`src/rtl/vend_sequencer.sv`:
```
// Vending transaction controller: checks and debits credit, drives the spiral motor,
// confirms the drop and pays change in quarters through the hopper handshake.
module vend_sequencer #(
   parameter int unsigned CREDIT_W      = 12,
   parameter int unsigned MOTOR_CYCLES  = 25000000,
   parameter int unsigned SENSE_TIMEOUT = 100000000,
   parameter int unsigned COIN_TIMEOUT  = 50000000,
   parameter int unsigned COIN_VALUE    = 25
) (
   input  logic                clk,
   input  logic                reset,
   input  logic                req_valid,
   output logic                req_ready,
   input  logic [1:0]          req_item,
   input  logic [CREDIT_W-1:0] req_price,
   input  logic                refund_req,
   input  logic [CREDIT_W-1:0] credit,
   input  logic [3:0]          item_avail,
   output logic                debit_en,
   output logic                credit_add_en,
   output logic [CREDIT_W-1:0] amt,
   output logic                credit_clr,
   output logic [3:0]          stock_dec,
   output logic [3:0]          motor_en,
   input  logic                drop_sense,
   output logic                hopper_pulse,
   input  logic                hopper_ack,
   output logic                vend_done,
   output logic                vend_fail,
   output logic                busy,
   output logic                fault
);

   typedef enum logic [3:0] {
      StIdle,
      StCheck,
      StDebit,
      StMotor,
      StSense,
      StRestore,
      StPayout,
      StCoinWait,
      StCoinDebit,
      StClear,
      StFault
   } state_e;

   // Terminal counts: the counter runs 0..N-1 inside a timed state.
   localparam logic [31:0] MOTOR_LAST = 32'(MOTOR_CYCLES - 1);
   localparam logic [31:0] SENSE_LAST = 32'(SENSE_TIMEOUT - 1);
   localparam logic [31:0] COIN_LAST  = 32'(COIN_TIMEOUT - 1);

   state_e              state;
   logic [31:0]         cnt;
   logic [1:0]          item;
   logic [CREDIT_W-1:0] price;
   logic [3:0]          item_onehot;
   logic [CREDIT_W-1:0] coin_amt;

   assign coin_amt    = CREDIT_W'(COIN_VALUE);
   assign item_onehot = 4'b0001 << item;

   // Refund wins over a simultaneous buy, so ready drops combinationally with refund_req.
   assign req_ready = (state == StIdle) && !fault && !refund_req;
   assign busy      = (state != StIdle);

   always_ff @(posedge clk) begin
      if (!reset) begin
         state         <= StIdle;
         cnt           <= '0;
         item          <= '0;
         price         <= '0;
         debit_en      <= 1'b0;
         credit_add_en <= 1'b0;
         amt           <= '0;
         credit_clr    <= 1'b0;
         stock_dec     <= '0;
         motor_en      <= '0;
         hopper_pulse  <= 1'b0;
         vend_done     <= 1'b0;
         vend_fail     <= 1'b0;
         fault         <= 1'b0;
      end else begin
         debit_en      <= 1'b0;
         credit_add_en <= 1'b0;
         amt           <= '0;
         credit_clr    <= 1'b0;
         stock_dec     <= '0;
         vend_done     <= 1'b0;
         vend_fail     <= 1'b0;

         case (state)
            StIdle: begin
               if (refund_req) begin
                  state <= StPayout;
               end else if (req_valid && req_ready) begin
                  item  <= req_item;
                  price <= req_price;
                  state <= StCheck;
               end
            end

            StCheck: begin
               if ((credit >= price) && item_avail[item]) begin
                  debit_en  <= 1'b1;
                  amt       <= price;
                  stock_dec <= item_onehot;
                  state     <= StDebit;
               end else begin
                  vend_fail <= 1'b1;
                  state     <= StIdle;
               end
            end

            StDebit: begin
               motor_en <= item_onehot;
               cnt      <= '0;
               state    <= StMotor;
            end

            StMotor: begin
               if (cnt == MOTOR_LAST) begin
                  motor_en <= '0;
                  cnt      <= '0;
                  state    <= StSense;
               end else begin
                  cnt <= cnt + 32'd1;
               end
            end

            StSense: begin
               if (drop_sense) begin
                  vend_done <= 1'b1;
                  state     <= StIdle;
               end else if (cnt == SENSE_LAST) begin
                  credit_add_en <= 1'b1;
                  amt           <= price;
                  state         <= StRestore;
               end else begin
                  cnt <= cnt + 32'd1;
               end
            end

            // Credit is given back but the stock decrement stands.
            StRestore: begin
               fault <= 1'b1;
               state <= StFault;
            end

            StPayout: begin
               if (credit >= coin_amt) begin
                  hopper_pulse <= 1'b1;
                  cnt          <= '0;
                  state        <= StCoinWait;
               end else if (credit != '0) begin
                  credit_clr <= 1'b1;
                  state      <= StClear;
               end else begin
                  state <= StIdle;
               end
            end

            StCoinWait: begin
               if (hopper_ack) begin
                  hopper_pulse <= 1'b0;
                  debit_en     <= 1'b1;
                  amt          <= coin_amt;
                  state        <= StCoinDebit;
               end else if (cnt == COIN_LAST) begin
                  hopper_pulse <= 1'b0;
                  fault        <= 1'b1;
                  state        <= StFault;
               end else begin
                  cnt <= cnt + 32'd1;
               end
            end

            // Next PAYOUT compares against the credit already reduced by this debit.
            StCoinDebit: state <= StPayout;

            StClear: state <= StIdle;

            StFault: begin
               motor_en     <= '0;
               hopper_pulse <= 1'b0;
            end

            default: state <= StIdle;
         endcase
      end
   end

endmodule

```
`config.mk`:
```
export PLATFORM = sky130hd
export DESIGN_NAME = vend_sequencer
export DESIGN_NICKNAME = d
export VERILOG_FILES = /design/src/rtl/vend_sequencer.sv
export SDC_FILE = /design/constraint.sdc
export NUM_CORES = 1
export LEC_CHECK = 0
export CAP_MARGIN = 25
export CORE_MARGIN = 8
export CORE_UTILIZATION = 45
export CTS_BUF_LIST = sky130_fd_sc_hd__clkbuf_8
export DETAILED_ROUTE_END_ITERATION = 8
export DONT_BUFFER_PORTS = 1
export SYNTH_ARGS = -nofsm -noshare
export SYNTH_HDL_FRONTEND = slang
export SYNTH_SLANG_ARGS = --single-unit
```
`constraint.sdc`:
```
create_clock -name clk -period 5.72 [get_ports clk]
set_input_delay 0.858 -clock clk [delete_from_list [all_inputs] [get_ports clk]]
set_output_delay 0.858 -clock clk [all_outputs]
set_load 0.005 [all_outputs]
```
== After elaboration in Yosys (flattened, before gate mapping) ==
Index checks and enable logic that the tools add are counted.

* Register bits after elaboration: 77
* Input port bits: 36

* Add/subtract/negate cells: 1
* Magnitude comparators: 3
* Equal/unequal tests: 22
* Shifts and indexed selects: 1
* Muxes and demuxes: 41
* Bitwise gates (word level): 5
* Reductions and logical operators: 24

{| class="wikitable"
|+ Operators by type and width
! kind !! count
|-
| $mux 32 || 6
|-
| $pmux 32 s5 || 1
|-
| $mux 4 || 10
|-
| $pmux 4 s10 || 1
|-
| $mux 12 || 3
|-
| $pmux 12 s3 || 1
|-
| $add 32x1->32 const B || 1
|-
| $eq 32x25->1 const B || 1
|-
| $eq 32x26->1 const B || 1
|-
| $eq 32x27->1 const B || 1
|-
| $eq 4x3->1 const B || 4
|-
| $ne 2x2->1 const B || 7
|-
| $ge 12x12->1 || 1
|-
| $ge 12x5->1 const B || 1
|-
| $mux 1 || 12
|-
| $pmux 4 s3 || 1
|-
| $reduce_and 3->1 || 4
|-
| $reduce_bool 12->1 || 1
|-
| $eq 4x2->1 const B || 2
|-
| $eq 4x4->1 const B || 2
|-
| $ne 3x3->1 const B || 2
|-
| $reduce_and 2->1 || 3
|-
| $reduce_and 6->1 || 1
|-
| $reduce_bool 3->1 || 2
|-
| other kinds (18) || 28
|}

== Depth between registers and ports, before layout ==
Gate-level depths: netlist (run 1).

* Depth after elaboration: 7
* Depth in mapped cells: 9

== Least setup slack after synthesis (run 1) ==
OpenSTA, ideal clock, no wires.

* Path type: input -> register
* From: in credit[0]
* To: reg amt[0]
* Setup time: 0.129 ns
* Arrival: 2.469 ns
* Data required time: 5.591 ns
* Path slack: 3.122 ns
* Cell stages on the path: 8
* Path buffers: 0
* Path through: inv_1 -> ha_1 -> nand2b_1 -> a2111o_1 -> a32oi_1 -> a21oi_1 -> o31ai_1 -> nor2_1

* Cells in the longest elaborated chain, start to end: 4

{| class="wikitable"
|+ Ends and longest elaborated chain
! item !! line !! RTL
|-
| start: declaration || 17 || <nowiki>input logic [CREDIT_W-1:0] credit,</nowiki>
|-
| $ge 12x12->1 || 104 || <nowiki>if ((credit >= price) && item_avail[item]) begin</nowiki>
|-
| $logic_and 1x1->1 || 104 ||
|-
| $mux 12 || 104 ||
|-
| $pmux 12 s3 || 92 || <nowiki>case (state)</nowiki>
|-
| end signal: assignment || 106 || <nowiki>amt <= price;</nowiki>
|-
| end signal: assignment || 137 || <nowiki>amt <= price;</nowiki>
|-
| end signal: assignment || 167 || <nowiki>amt <= coin_amt;</nowiki>
|-
| end: declaration || 21 || <nowiki>output logic [CREDIT_W-1:0] amt,</nowiki>
|}

Every way passes these cells.
A chain may end at the register's enable or synchronous reset.

== Final worst setup path (run 1) ==
* From: reg state[0]
* To: reg cnt[12]

* Cells in the longest elaborated chain, start to end: 3

{| class="wikitable"
|+ Ends and longest elaborated chain
! item !! line !! RTL
|-
| start: declaration || 53 || <nowiki>state_e state;</nowiki>
|-
| start signal: assignment || 69 || <nowiki>state <= StIdle;</nowiki>
|-
| start signal: assignment || 95 || <nowiki>state <= StPayout;</nowiki>
|-
| start signal: assignment || 99 || <nowiki>state <= StCheck;</nowiki>
|-
| $eq 4x3->1 or $eq 4x2->1 (tied branches) || 92 ||
|-
| $reduce_bool 5->1 (no line) or $ne 2x2->1 (tied branches) || -- ||
|-
| $reduce_and 6->1 (no line) || -- ||
|-
| end signal: assignment || 127 || <nowiki>cnt <= cnt + 32'd1;</nowiki>
|-
| end signal: assignment || 140 || <nowiki>cnt <= cnt + 32'd1;</nowiki>
|-
| end signal: assignment || 174 || <nowiki>cnt <= cnt + 32'd1;</nowiki>
|-
| end: declaration || 54 || <nowiki>logic [31:0] cnt;</nowiki>
|}

Parallel ways exist; a longest one is shown, timed or not.

==> results of run 1 <==
==> cells by family after synthesis <==
group | after synthesis | share of synthesized area, %
and+or+nand+nor | 225 | 31.0
AOI/OAI and AO/OA | 111 | 18.5
DFF | 77 | 37.3
buffers and inverters | 43 | 5.03
muxes | 16 | 4.18
adders and majority gates | 13 | 3.94
==> per-stage QoR <==
step | std cells | hold WS [ps] | cell area (µm²)
global placement | 571 | 460 | 4140
CTS | 586 | 487 | 4340
global route | 586 | 507 | 4340
finish | 586 | 485 | 4340
detailed placement | 571 | 472 | 4140
floorplan | 485 | 444 | 4130
==> cell usage after synthesis (all sizes together), types with 11 or more instances <==
cell type / count
dfxtp: 77
nand2: 44
nor2: 40
a21oi: 33
nand3: 23
and2: 16
buf: 16
nor3: 16
o21ai: 16
mux2i: 15
inv: 14
ha: 13
a31oi: 12
and3: 12
clkbuf: 12
nand4: 11
==> worst max-delay path, cell delays in order (launching register included) <==
cell and delay (ps):
dfxtp_1 550, nor2b_1 510, and2_1 280, o2bb2ai_2 130, a21o_2 580, o21ai_2 360, a21oi_1 210
==> power groups by stage <==
stage          clock network [W]  logic (W)  registers (W)
2_1_floorplan                  0   0.000427       0.000598
3_3_place_gp                   0   0.000427       0.000636
3_5_place_dp                   0   0.000433       0.000637
4_1_cts                 0.000432   0.000436       0.000625
5_1_grt                 0.000455   0.000490       0.000634
6_report                0.000422   0.000435       0.000626
==> worst max-delay path by stage <==
| stage | start | endpoint |
|---|---|---|
| global placement | credit[8] | cnt[16] |
| detailed placement | credit[8] | cnt[12] |
| global route | cnt[20] | cnt[21] |
| finish | state[0] | cnt[12] |
| CTS | cnt[20] | cnt[28] |
| floorplan | credit[0] | amt[0] |
==> state kept, by name, indices dropped and copies added (netlist names) <==
name,count
cnt,32
amt,12
price,12
motor_en,4
state,4
stock_dec,4
item,2
credit_add_en,1
credit_clr,1
debit_en,1
fault,1
hopper_pulse,1
vend_done,1
vend_fail,1
==> area by class of cell <==
cell class / instances / share of cell area (%)
clock buffers: 11 / 3.49
multi-input cells: 365 / 54.8
inverters: 15 / 1.30
flip-flops and latches: 77 / 35.5
repair buffers: 3 / 0.519
clock inverters: 4 / 1.10
well taps: 111 / 3.20
==> layer usage <==
metal | track usage (%) | part of all wire, %
met1 | 21.0 | 44
met2 | 26.9 | 48
met3 | 3.90 | 6.5
met4 | 8.11 | 2.1
met5 | 0 | 0
==> results_dict.tcl, run 1 <==
set metrics [dict create \
    rsz0062_at_grt "no" \
    netlist_top_cells_area "dfxtp_1 37%, ha_1 3.9%, nand2_1 3.9%" \
    nFillCells 896 \
    cts_hold_buffers 0 \
    p_int_w 0.000934 \
    r2r_cells 6 \
    clockBufferDepth 2 \
    hold_depth 1 \
    ys_seq_elements 77 \
    synthArstFlopShare_pct 0 \
    r2r_setup_slack_ps 3010 \
    yosysWarnings 0 \
    post-place-ws_ps 2710 \
    period_needed_ps 2710 \
    io_buffer_count 0 \
    initial_utilization_pct 45.5 \
    min_to "amt[2]" \
    yosysSeqAreaShare_pct 37.3 \
    leakage_nw 1.45 \
    drc 0 \
    multi_input_area_um2 2380 \
    setup-tns-final_ps 0 \
    drtIter0Drc 230 \
    finClkSkew_ps 8.82 \
    power.total_w 0.00148 \
    final_cell_mix "77 x dfxtp_1, 43 x nand2_1, 40 x nor2_1" \
    clkPwrFrac_pct 28.4 \
    drtPass1Iterations 5 \
    netlist_area_um2 4130 \
    clk-insertion-delay-late_ps 350 \
    fin_ws_ps 3010 \
    final_util_pct 47.8 \
    routed_wl_mm 10.5 \
    max_cap_viol_count 0 \
    h-tree-depth 3 \
    clock_sinks 77 \
    ir_worst_vdd_mv 0.118 \
    syn_nets 534 \
    synth_ff_type "dfxtp_1" \
    rows 35 \
    ctsResizeCount 0 \
    crit_type "flop to flop" \
    synth.distinct_cells 69 \
    drive_above_1_share_pct 7.79 \
    hold_viol 0 \
    power.density_nw_per_um2 342 \
    seqCellArea_um2 1540 \
    slew_headroom_pct 38.4 \
    boundaryPins 65 \
    synth_top_cell_by_area "dfxtp_1" \
    start_kind "flop" \
    power_frac_comb_pct 29.4 \
    outcome "finished clean" \
    grt_pass1_vias 3374 \
    syn-instance-count 485 \
    cp.arrival_ps 2980 \
    pwr-share-seq_pct 42.2 \
    avgViaCountPerCell 6.17 \
    cp.required_ps 6000 \
    clock_tree.root_cell "clkbuf_8" \
    fin_crit_sh_pct 47.3 \
    worstHoldStart "price[2]" \
    hpwl_mm 7.54 \
    clk_pin_slew_ps 80 \
    p_sw_share_pct 37.0 \
    routabilityCongestion 0.883 \
    hold_path_class "flop to flop" \
    wl_per_cell_um 18.0 \
    r2r_start "state[0]" \
    tritoncts "yes" \
    die_w_um 112 \
    cp_max_fo 40 \
    netlist.area_leader.share_pct 37.3 \
    core_um2 9060 \
    grtUsageTotal_pct 16.9 \
    antenna_cells 0 \
    numCtsBuffers 9 \
    fin_nets 520 \
    grt_pass1_wl_mm 17.3 \
    drv_slew 0 \
    post_cts_buffers 0 \
    die_h_um 112 \
    die-area_um2 12500 \
    switchingPower_w 0.000549 \
    worst_pin_slew_ps 920 \
    syn_avg_cell_area_um2 8.51 \
    layout_commonest_cell "dfxtp_1" \
    ant_nets 0 \
    finalSetupViolCount 0 \
    antenna_found_initial 0 \
    synth-edff-count 0 \
    critPathCaptureType "flop" \
    grt_max_degree 41 \
    fmaxAchievable_mhz 370 \
    worst_r2r_endpoint "cnt[12]" \
    vias 3615 \
    syn2layout_area_growth_pct 5.06 \
    overflow 0 \
]
No activity file was read; power rests on OpenSTA's default activity.
==> run 2: changes to the inputs <==
clock period = 2.35 ns   (was 5.72 ns; I/O delays follow)
==> results_dict.tcl, run 2 (synthesis gave the netlist of run 1 again) <==
set metrics [dict create \
    clock_sinks 77 \
    vias 3690 \
    final_cells 613 \
    top_register "cnt" \
    drc 0 \
    crit_slowest_cell "or3b_1" \
    antenna_found_initial 0 \
    layout_commonest_cell "dfxtp_1" \
    drv_slew 0 \
    cp.required_ps 2570 \
    final_util_pct 50.6 \
    antenna_cells 0 \
    nFillCells 889 \
    max_cap_viol_count 0 \
    die-area_um2 12500 \
    wl_per_cell_um 17.8 \
    finalSetupViolCount 0 \
    p_int_w 0.00240 \
    pwr-share-seq_pct 38.5 \
    clk_pin_slew_ps 90 \
    power_frac_comb_pct 34.9 \
    ant_nets 0 \
    finClkSkew_ps 12.4 \
    drive_above_1_share_pct 12.9 \
    grt_pass1_vias 3518 \
    clock_tree.root_cell "clkbuf_8" \
    worst_pin_slew_ps 495 \
    fin_nets 546 \
    syn2layout_area_growth_pct 11.1 \
    power.density_nw_per_um2 833 \
    boundaryPins 65 \
    cts_hold_buffers 0 \
    grtUsageTotal_pct 17.5 \
    hold_viol 0 \
    ctsResizeCount 0 \
    p_sw_share_pct 37.1 \
    hold_path_class "input port to flop" \
    critPathCaptureType "flop" \
    overflow 0 \
    crit_type "flop to flop" \
    rows 35 \
    critPathMaxStageDelay_ps 440 \
    path_common_cell "a21oi_1" \
    numCtsBuffers 9 \
    hpwl_mm 7.91 \
    grt_pass1_wl_mm 17.9 \
    crit_start "cnt[7]" \
    cp.arrival_ps 2440 \
    initial_utilization_pct 45.5 \
    h-tree-depth 3 \
    crit_cells 7 \
    outcome "finished clean" \
    final_cell_mix "77 x dfxtp_1, 43 x nand2_1, 40 x nor2_1" \
    tritoncts "yes" \
    die_h_um 112 \
    clkPwrFrac_pct 26.7 \
    path_cells "or3b_1 > nor4_2 > a41oi_2 > buf_4 > and3_1 > a21oi_1 > a21oi_1" \
    avgViaCountPerCell 6.02 \
    clockBufferDepth 2 \
    period_needed_ps 2220 \
    drtIter0Drc 240 \
    multi_input_area_um2 2400 \
    cp_max_fo 26 \
    grt_max_degree 36 \
    holdWs_ps 138 \
    r2r_setup_slack_ps 130 \
    routed_wl_mm 10.9 \
    core_um2 9060 \
    start_kind "flop" \
    routabilityCongestion 0.903 \
    largest_register_ffs 32 \
    drtPass1Iterations 4 \
    reg_top3 "cnt x32, amt x12, price x12" \
    path_buf_inv 1 \
    seqCellArea_um2 1540 \
    worst_r2r_endpoint "cnt[20]" \
    switchingPower_w 0.00142 \
    crit_end "cnt[20]" \
    r2r_cells 7 \
    leakage_nw 1.58 \
    path_delay_family "simple AND/OR/NAND/NOR gates" \
    fmaxAchievable_mhz 451 \
    die_w_um 112 \
    fin_crit_sh_pct 94.4 \
    clk-insertion-delay-late_ps 350 \
    r2r_start "cnt[7]" \
    ir_worst_vdd_mv 0.331 \
    place_inst 597 \
    slew_headroom_pct 66.9 \
    io_buffer_count 0 \
    post_cts_buffers 0 \
]
[run 2: changes by cell type in the layout (fill, tap and decap cells not counted), sizes merged]
cell      before  now
clkbuf        11   10
inv           14   15
clkinv         3    1
buf            3   29
clkinvlp       1    4
[run 2: per-stage QoR]
| step | worst slack [ps] | total power, W | instance area, µm² | setup TNS, ps |
|---|---|---|---|---|
| detailed placement | 76.5 | 0.00278 | 4360 | 0 |
| floorplan | 258 | 0.00249 | 4130 | 0 |
| global route | -0.586 | 0.00405 | 4590 | -0.586 |
| finish | 131 | 0.00382 | 4590 | 0 |
| CTS | 97.9 | 0.00381 | 4560 | 0 |
| global placement | 126 | 0.00275 | 4360 | 0 |
[run 2: worst min path at each step]
stage | start | endpoint | slack (ps) | depth (start not counted)
floorplan | cnt[1] | cnt[1] | 440 | 2
global placement | cnt[1] | cnt[1] | 450 | 2
detailed placement | price[7] | amt[7] | 470 | 1
CTS | reset | state[2] | 120 | 2
global route | reset | state[2] | 130 | 2
finish | reset | state[2] | 140 | 2
[run 2: area by class of cell]
class | instances | share of cell area [%]
well taps | 111 | 3.03
inverters | 15 | 1.23
clock buffers | 10 | 3.00
flip-flops and latches | 77 | 33.6
repair buffers | 29 | 5.29
clock inverters | 6 | 1.39
multi-input cells | 365 | 52.4
[run 2: worst register-to-register path, stage by stage, from the launching register on]
cell and delay, ps:
dfxtp_1 360, or3b_1 440, nor4_2 410, a41oi_2 220, buf_4 270, and3_1 200
a21oi_1 110, a21oi_1 70
[run 2: layer usage]
metal | GRT usage [%] | wire length [µm] | vias up
met2 | 29.4 | 5360 | 110
li1 | - | - | 1828
met3 | 4.55 | 645 | 21
met1 | 20.8 | 4680 | 1731
met5 | 0 | 0 | -
met4 | 6.93 | 232 | 0
[run 2: power by group through the flow]
stage	combinational, W	sequential (W)	clock (W)
6_report	0.00133	0.00147	0.00102
5_1_grt	0.00147	0.00148	0.00110
4_1_cts	0.00129	0.00147	0.00105
3_5_place_dp	0.00128	0.00150	0
3_3_place_gp	0.00126	0.00150	0
2_1_floorplan	0.00104	0.00145	0
